<file path="src/rtl/apb_timer_pkg.sv">
// Shared register map and bit positions for the APB timer peripheral.
package apb_timer_pkg;

    localparam logic [2:0] REG_CTRL     = 3'd0;
    localparam logic [2:0] REG_PRESCALE = 3'd1;
    localparam logic [2:0] REG_COUNT    = 3'd2;
    localparam logic [2:0] REG_COMPARE  = 3'd3;
    localparam logic [2:0] REG_STATUS   = 3'd4;

    localparam int unsigned CTRL_EN       = 0;
    localparam int unsigned CTRL_PERIODIC = 1;
    localparam int unsigned CTRL_IRQ_EN   = 2;
    localparam int unsigned CTRL_WIDTH    = 3;

    localparam int unsigned STATUS_MATCH = 0;

endpackage

</file>
<file path="src/rtl/timer_prescaler.sv">
// Clock divider: pulses tick once every divisor+1 enabled clocks.
module timer_prescaler (
    input  logic        clk,
    input  logic        reset_n,
    input  logic        enable,
    input  logic        clear,
    input  logic [15:0] divisor,
    output logic        tick
);

    logic [15:0] cnt_q, cnt_d;

    always_comb begin
        tick  = enable && (cnt_q == divisor);
        cnt_d = cnt_q;
        if (clear) begin
            cnt_d = '0;
        end else if (tick) begin
            cnt_d = '0;
        end else if (enable) begin
            cnt_d = cnt_q + 16'd1;
        end
    end

    always_ff @(posedge clk or negedge reset_n) begin
        if (!reset_n) begin
            cnt_q <= '0;
        end else begin
            cnt_q <= cnt_d;
        end
    end

endmodule

</file>
<file path="src/rtl/apb_timer.sv">
// APB-attached 32-bit timer: one-wait-state bus slave, prescaled counter,
// compare match with one-shot/periodic behaviour and a registered level irq.
module apb_timer #(
    parameter int unsigned AWIDTH = 5
) (
    input  logic              clk,
    input  logic              reset_n,
    input  logic [AWIDTH-1:0] PADDR,
    input  logic              PSEL,
    input  logic              PENABLE,
    input  logic              PWRITE,
    input  logic [31:0]       PWDATA,
    output logic              PREADY,
    output logic [31:0]       PRDATA,
    output logic              PSLVERROR,
    output logic              irq
);
    import apb_timer_pkg::*;

    logic [CTRL_WIDTH-1:0] ctrl_q, ctrl_d;
    logic [15:0]           prescale_q, prescale_d;
    logic [31:0]           count_q, count_d;
    logic [31:0]           compare_q, compare_d;
    logic                  match_q, match_d;
    logic                  pready_q, pready_d;
    logic [31:0]           prdata_q, prdata_d;
    logic                  pslverror_q, pslverror_d;
    logic                  irq_q, irq_d;

    logic       access, mapped, wr_en;
    logic       wr_ctrl, wr_prescale, wr_count, wr_compare, wr_status;
    logic [2:0] reg_idx;
    logic       tick, match_hit;
    logic [31:0] rdata;
    logic       unused_paddr;

    assign unused_paddr = ^PADDR;

    assign access      = PSEL && PENABLE && !pready_q;
    assign reg_idx     = PADDR[4:2];
    assign mapped      = (reg_idx <= REG_STATUS);
    assign wr_en       = access && PWRITE && mapped;
    assign wr_ctrl     = wr_en && (reg_idx == REG_CTRL);
    assign wr_prescale = wr_en && (reg_idx == REG_PRESCALE);
    assign wr_count    = wr_en && (reg_idx == REG_COUNT);
    assign wr_compare  = wr_en && (reg_idx == REG_COMPARE);
    assign wr_status   = wr_en && (reg_idx == REG_STATUS);
    assign match_hit   = tick && (count_q == compare_q);

    timer_prescaler u_prescaler (
        .clk     (clk),
        .reset_n (reset_n),
        .enable  (ctrl_q[CTRL_EN]),
        .clear   (wr_prescale || wr_count),
        .divisor (prescale_q),
        .tick    (tick)
    );

    always_comb begin
        rdata = '0;
        case (reg_idx)
            REG_CTRL:     rdata = {{(32-CTRL_WIDTH){1'b0}}, ctrl_q};
            REG_PRESCALE: rdata = {16'd0, prescale_q};
            REG_COUNT:    rdata = count_q;
            REG_COMPARE:  rdata = compare_q;
            REG_STATUS:   rdata = {31'd0, match_q};
            default:      rdata = '0;
        endcase
    end

    always_comb begin
        ctrl_d     = ctrl_q;
        prescale_d = prescale_q;
        count_d    = count_q;
        compare_d  = compare_q;
        match_d    = match_q;

        if (tick) begin
            if (match_hit) begin
                if (ctrl_q[CTRL_PERIODIC]) begin
                    count_d = '0;
                end else begin
                    ctrl_d[CTRL_EN] = 1'b0;
                end
            end else begin
                count_d = count_q + 32'd1;
            end
        end

        // Bus writes are applied last so they win over same-cycle tick effects;
        // a tick's MATCH set is applied after W1C so it wins over the clear.
        if (wr_status && PWDATA[STATUS_MATCH]) match_d = 1'b0;
        if (match_hit)   match_d    = 1'b1;
        if (wr_ctrl)     ctrl_d     = PWDATA[CTRL_WIDTH-1:0];
        if (wr_prescale) prescale_d = PWDATA[15:0];
        if (wr_count)    count_d    = PWDATA;
        if (wr_compare)  compare_d  = PWDATA;
    end

    always_comb begin
        pready_d    = access;
        prdata_d    = access ? rdata : prdata_q;
        pslverror_d = access ? !mapped : pslverror_q;
        irq_d       = match_q && ctrl_q[CTRL_IRQ_EN];
    end

    always_ff @(posedge clk or negedge reset_n) begin
        if (!reset_n) begin
            ctrl_q      <= '0;
            prescale_q  <= '0;
            count_q     <= '0;
            compare_q   <= '0;
            match_q     <= 1'b0;
            pready_q    <= 1'b0;
            prdata_q    <= '0;
            pslverror_q <= 1'b0;
            irq_q       <= 1'b0;
        end else begin
            ctrl_q      <= ctrl_d;
            prescale_q  <= prescale_d;
            count_q     <= count_d;
            compare_q   <= compare_d;
            match_q     <= match_d;
            pready_q    <= pready_d;
            prdata_q    <= prdata_d;
            pslverror_q <= pslverror_d;
            irq_q       <= irq_d;
        end
    end

    assign PREADY    = pready_q;
    assign PRDATA    = prdata_q;
    assign PSLVERROR = pslverror_q;
    assign irq       = irq_q;

endmodule

</file>
<file path="config.mk">
export PLATFORM = sky130hd
export DESIGN_NAME = apb_timer
export DESIGN_NICKNAME = d
export VERILOG_FILES = /design/src/rtl/apb_timer_pkg.sv /design/src/rtl/timer_prescaler.sv /design/src/rtl/apb_timer.sv
export SDC_FILE = /design/constraint.sdc
export NUM_CORES = 1
export LEC_CHECK = 0
export BUFFER_PORTS_ARGS = -buffer_cell sky130_fd_sc_hd__buf_2
export CAP_MARGIN = 20
export CORE_MARGIN = 3
export CORE_UTILIZATION = 59
export DETAILED_ROUTE_END_ITERATION = 8
export PLACE_DENSITY_LB_ADDON = 0.2
export SLEW_MARGIN = 20
export SYNTH_ARGS = -nofsm -noshare
export SYNTH_HDL_FRONTEND = slang
export SYNTH_SLANG_ARGS = --single-unit
</file>
<file path="constraint.sdc">
create_clock -name clk -period 3.4 [get_ports clk]
set_clock_uncertainty 0.15 [all_clocks]
set_input_delay 0.17 -clock clk [delete_from_list [all_inputs] [get_ports clk]]
set_output_delay 0.17 -clock clk [all_outputs]
set_load 0.02 [all_outputs]
</file>
==> impl_metrics.tcl <==
set metrics [dict create \
    status "finished clean" \
    cts_max_level 4 \
    clk_pin_slew_worst_paths_ps 60 \
    synthCells 731 \
    relSlewSlack 0.207 \
    critPathMaxFanout 6 \
    port_buffers 74 \
    yosysTopAreaCell "dfrtp_1" \
    fp.dieW_um 115 \
    grt_pass1_vias 6148 \
    reg2reg_to "count_q[19]$_DFFE_PN0P_" \
    rsz0062_at_grt "false" \
    slowest_stage "or4_4" \
    die_area_um2 13300 \
    timing.rr.start "prescale_q[8]$_DFFE_PN0P_" \
    synth_top_area_frac 0.479 \
    nFillCells 850 \
    yosysUniqueCellTypes 54 \
    area_growth_syn_to_layout_pct 20.1 \
    clock_path_buffers 2 \
    grt.total_usage 0.307 \
    worstSkewPairLatency_ps 420 \
    synth_enable_flop_cells 0 \
    worstPathRequired_ps 3560 \
    finalNetCount 885 \
    maxCapViolCount 0 \
    crit_start "prescale_q[8]$_DFFE_PN0P_" \
    vdd_ir_drop_max_uv 376 \
    synthArstFlopShare 1.00 \
    crit_path_end_kind "flop" \
    dr.first_iter.drc_count 681 \
    ant_nets 0 \
    grt_max_degree 111 \
    start_kind "flop" \
    arrival_ps 3190 \
    worstMarginPinSlew_ps 1180 \
    vias_per_cell 6.17 \
    core_area_um2 11600 \
    drive_gt1_frac 0.209 \
    ys.warnings.count 0 \
    dp.cells 930 \
    power.density_nw_per_um2 576 \
    critPathCapture "count_q[19]$_DFFE_PN0P_" \
    cts-root-buf "clkbuf_16" \
    synth_area_um2 7050 \
    cpMostUsedCell "or4_4" \
    finalSetupViolations 0 \
    grt_pass1_wl_um 31300 \
    syn-num-nets 775 \
    cts_sinks 135 \
    dp_hpwl_um 13500 \
    cts_tree "built" \
    hold_viol_final 0 \
    crit_type "reg2reg" \
    hp-class "in2reg" \
    grt.overflow.total 0 \
    yosys-top-cells-area "dfrtp_1, nand2_1, mux2_2" \
    first_pass_iters 5 \
    ys_top_cells_by_count "nand2_1, dfrtp_1, o21ai_0" \
    ys_seq_area_frac 0.479 \
    finalCritPeriodShare 0.892 \
    syn_avg_cell_area_um2 9.65 \
    vias 6136 \
    reg2reg_depth 7 \
    ys_seq_elements 135 \
    max_freq_mhz 330 \
    n_antenna_cell 0 \
    routed_wl_um 19400 \
    gp_congestion 0.894 \
    finalSetupTns_ps 0 \
    stdcell_count 995 \
    start_util 0.610 \
    p_leak_nw 3.98 \
    slowest_delay_ps 560 \
    antenna_found_initial 0 \
    period_minus_slack_ps 3030 \
    die_h_um 115 \
    finalPower_w 0.00488 \
    crit_chain "xnor2_1, nand4_1, or4_4, or2_4, or4_4, o211a_1, a211o_1" \
    drc 0 \
    post-synth-top-count-cell "nand2_1" \
    dpl_cell_area_um2 7600 \
    synthFlopType "dfrtp_1" \
    pin_count 77 \
    cts_buffers 17 \
    r2r_slack_ps 370 \
    drv_slew 0 \
    postLayoutCellArea_um2 8470 \
    fp-row-count 39 \
    wl_per_cell_um 19.5 \
]
==> how the worst min path moves through the flow <==
stage / endpoint / start / cells after the start / slack, ps
floorplan: PRDATA[0]$_DFFE_PN0N_ / reset_n / 0 / -280
detailed placement: PRDATA[17]$_DFFE_PN0N_ / reset_n / 1 / 230
global placement: PRDATA[17]$_DFFE_PN0N_ / reset_n / 1 / 230
global route: PRDATA[2]$_DFFE_PN0N_ / PSEL / 3 / 140
finish: PRDATA[2]$_DFFE_PN0N_ / PSEL / 3 / 150
CTS: PRDATA[2]$_DFFE_PN0N_ / PSEL / 3 / 140
==> critical path, delay by kind of cell, from the launching register on <==
kind | cells | cell delay [ps]
AO/OA/AOI/OAI | 2 | 490
XOR/XNOR | 1 | 290
flip-flops | 1 | 400
AND/OR/NAND/NOR | 4 | 1600
==> cell type report <==
class	count	area, µm²	area share
Clock buffer	26	499	0.0589
Timing Repair Buffer	126	855	0.101
Tap cell	143	179	0.0211
Inverter	6	22.5	0.00266
Multi-Input combinational cell	555	3520	0.415
Sequential cell	135	3380	0.399
Clock inverter	4	20.0	0.00236
==> timing repair <==
| action | CTS | global route |
|---|---|---|
| resized for setup | 0 | 0 |
| endpoints found under the hold margin | 194 | 0 |
| buffers inserted | 0 | 0 |
| hold buffers | 35 | 0 |
==> cell usage in the layout (no fill, tap or decap), types with 7 or more instances in the layout <==
cell type / synthesis / final
clkbuf_16: 0 / 17
buf_4: 0 / 17
dfrtp_1: 135 / 135
o311ai_0: 7 / 7
a22oi_1: 13 / 13
nor3_1: 9 / 9
nand2_1: 149 / 149
dlygate4sd3_1: 0 / 35
a21oi_1: 9 / 9
nor4_1: 15 / 15
xnor2_1: 16 / 16
mux2_2: 47 / 47
nor2_1: 37 / 37
nand4_1: 15 / 15
xor2_1: 42 / 42
nand3_1: 32 / 32
o211ai_1: 9 / 9
a31oi_1: 8 / 8
o21ai_0: 62 / 62
buf_2: 1 / 73
mux2i_1: 16 / 16
nor2b_1: 7 / 7
==> metrics by stage <==
| stage | setup slack, ps | utilization | hold WS, ps |
|---|---|---|---|
| floorplan | 645 | - | -276 |
| global placement | 415 | 0.657 | 228 |
| detailed placement | 402 | 0.657 | 234 |
| CTS | 381 | 0.732 | 138 |
| global route | 283 | 0.732 | 143 |
| finish | 366 | 0.732 | 154 |
==> sequential cells by signal, summed over array words and instances, names as in the netlist <==
register,cells
PRDATA,32
PREADY,1
PSLVERROR,1
compare_q,32
count_q,32
ctrl_q,3
irq,1
match_q,1
prescale_q,16
u_prescaler.cnt_q,16
==> cell families after synthesis <==
kind of cell,Yosys count,synth area share
AND/OR/NAND/NOR,304,0.204
AO/OA/AOI/OAI,124,0.109
multiplexers,66,0.107
XOR/XNOR,59,0.0743
flip-flops,135,0.479
adder cells (fa/ha/maj),2,0.00355
buffers and inverters,41,0.0231
==> per-layer routing <==
layer  GRT usage  up-vias  share of wire  routed length (µm)
li1            -     2812              -                   -
met1       0.415     2999           0.43                8310
met2       0.485      280           0.48                9240
met3      0.0568       45          0.065                1250
met4       0.135        0          0.030                 585
met5           0        -              0                   0
==> power by group <==
| group | total [W] | switching, W | internal (W) |
|---|---|---|---|
| Clock | 0.00164 | 0.000643 | 0.000995 |
| Combinational | 0.000993 | 0.000530 | 0.000463 |
| Sequential | 0.00225 | 0.000364 | 0.00188 |
No activity file was read; power rests on OpenSTA's default activity.
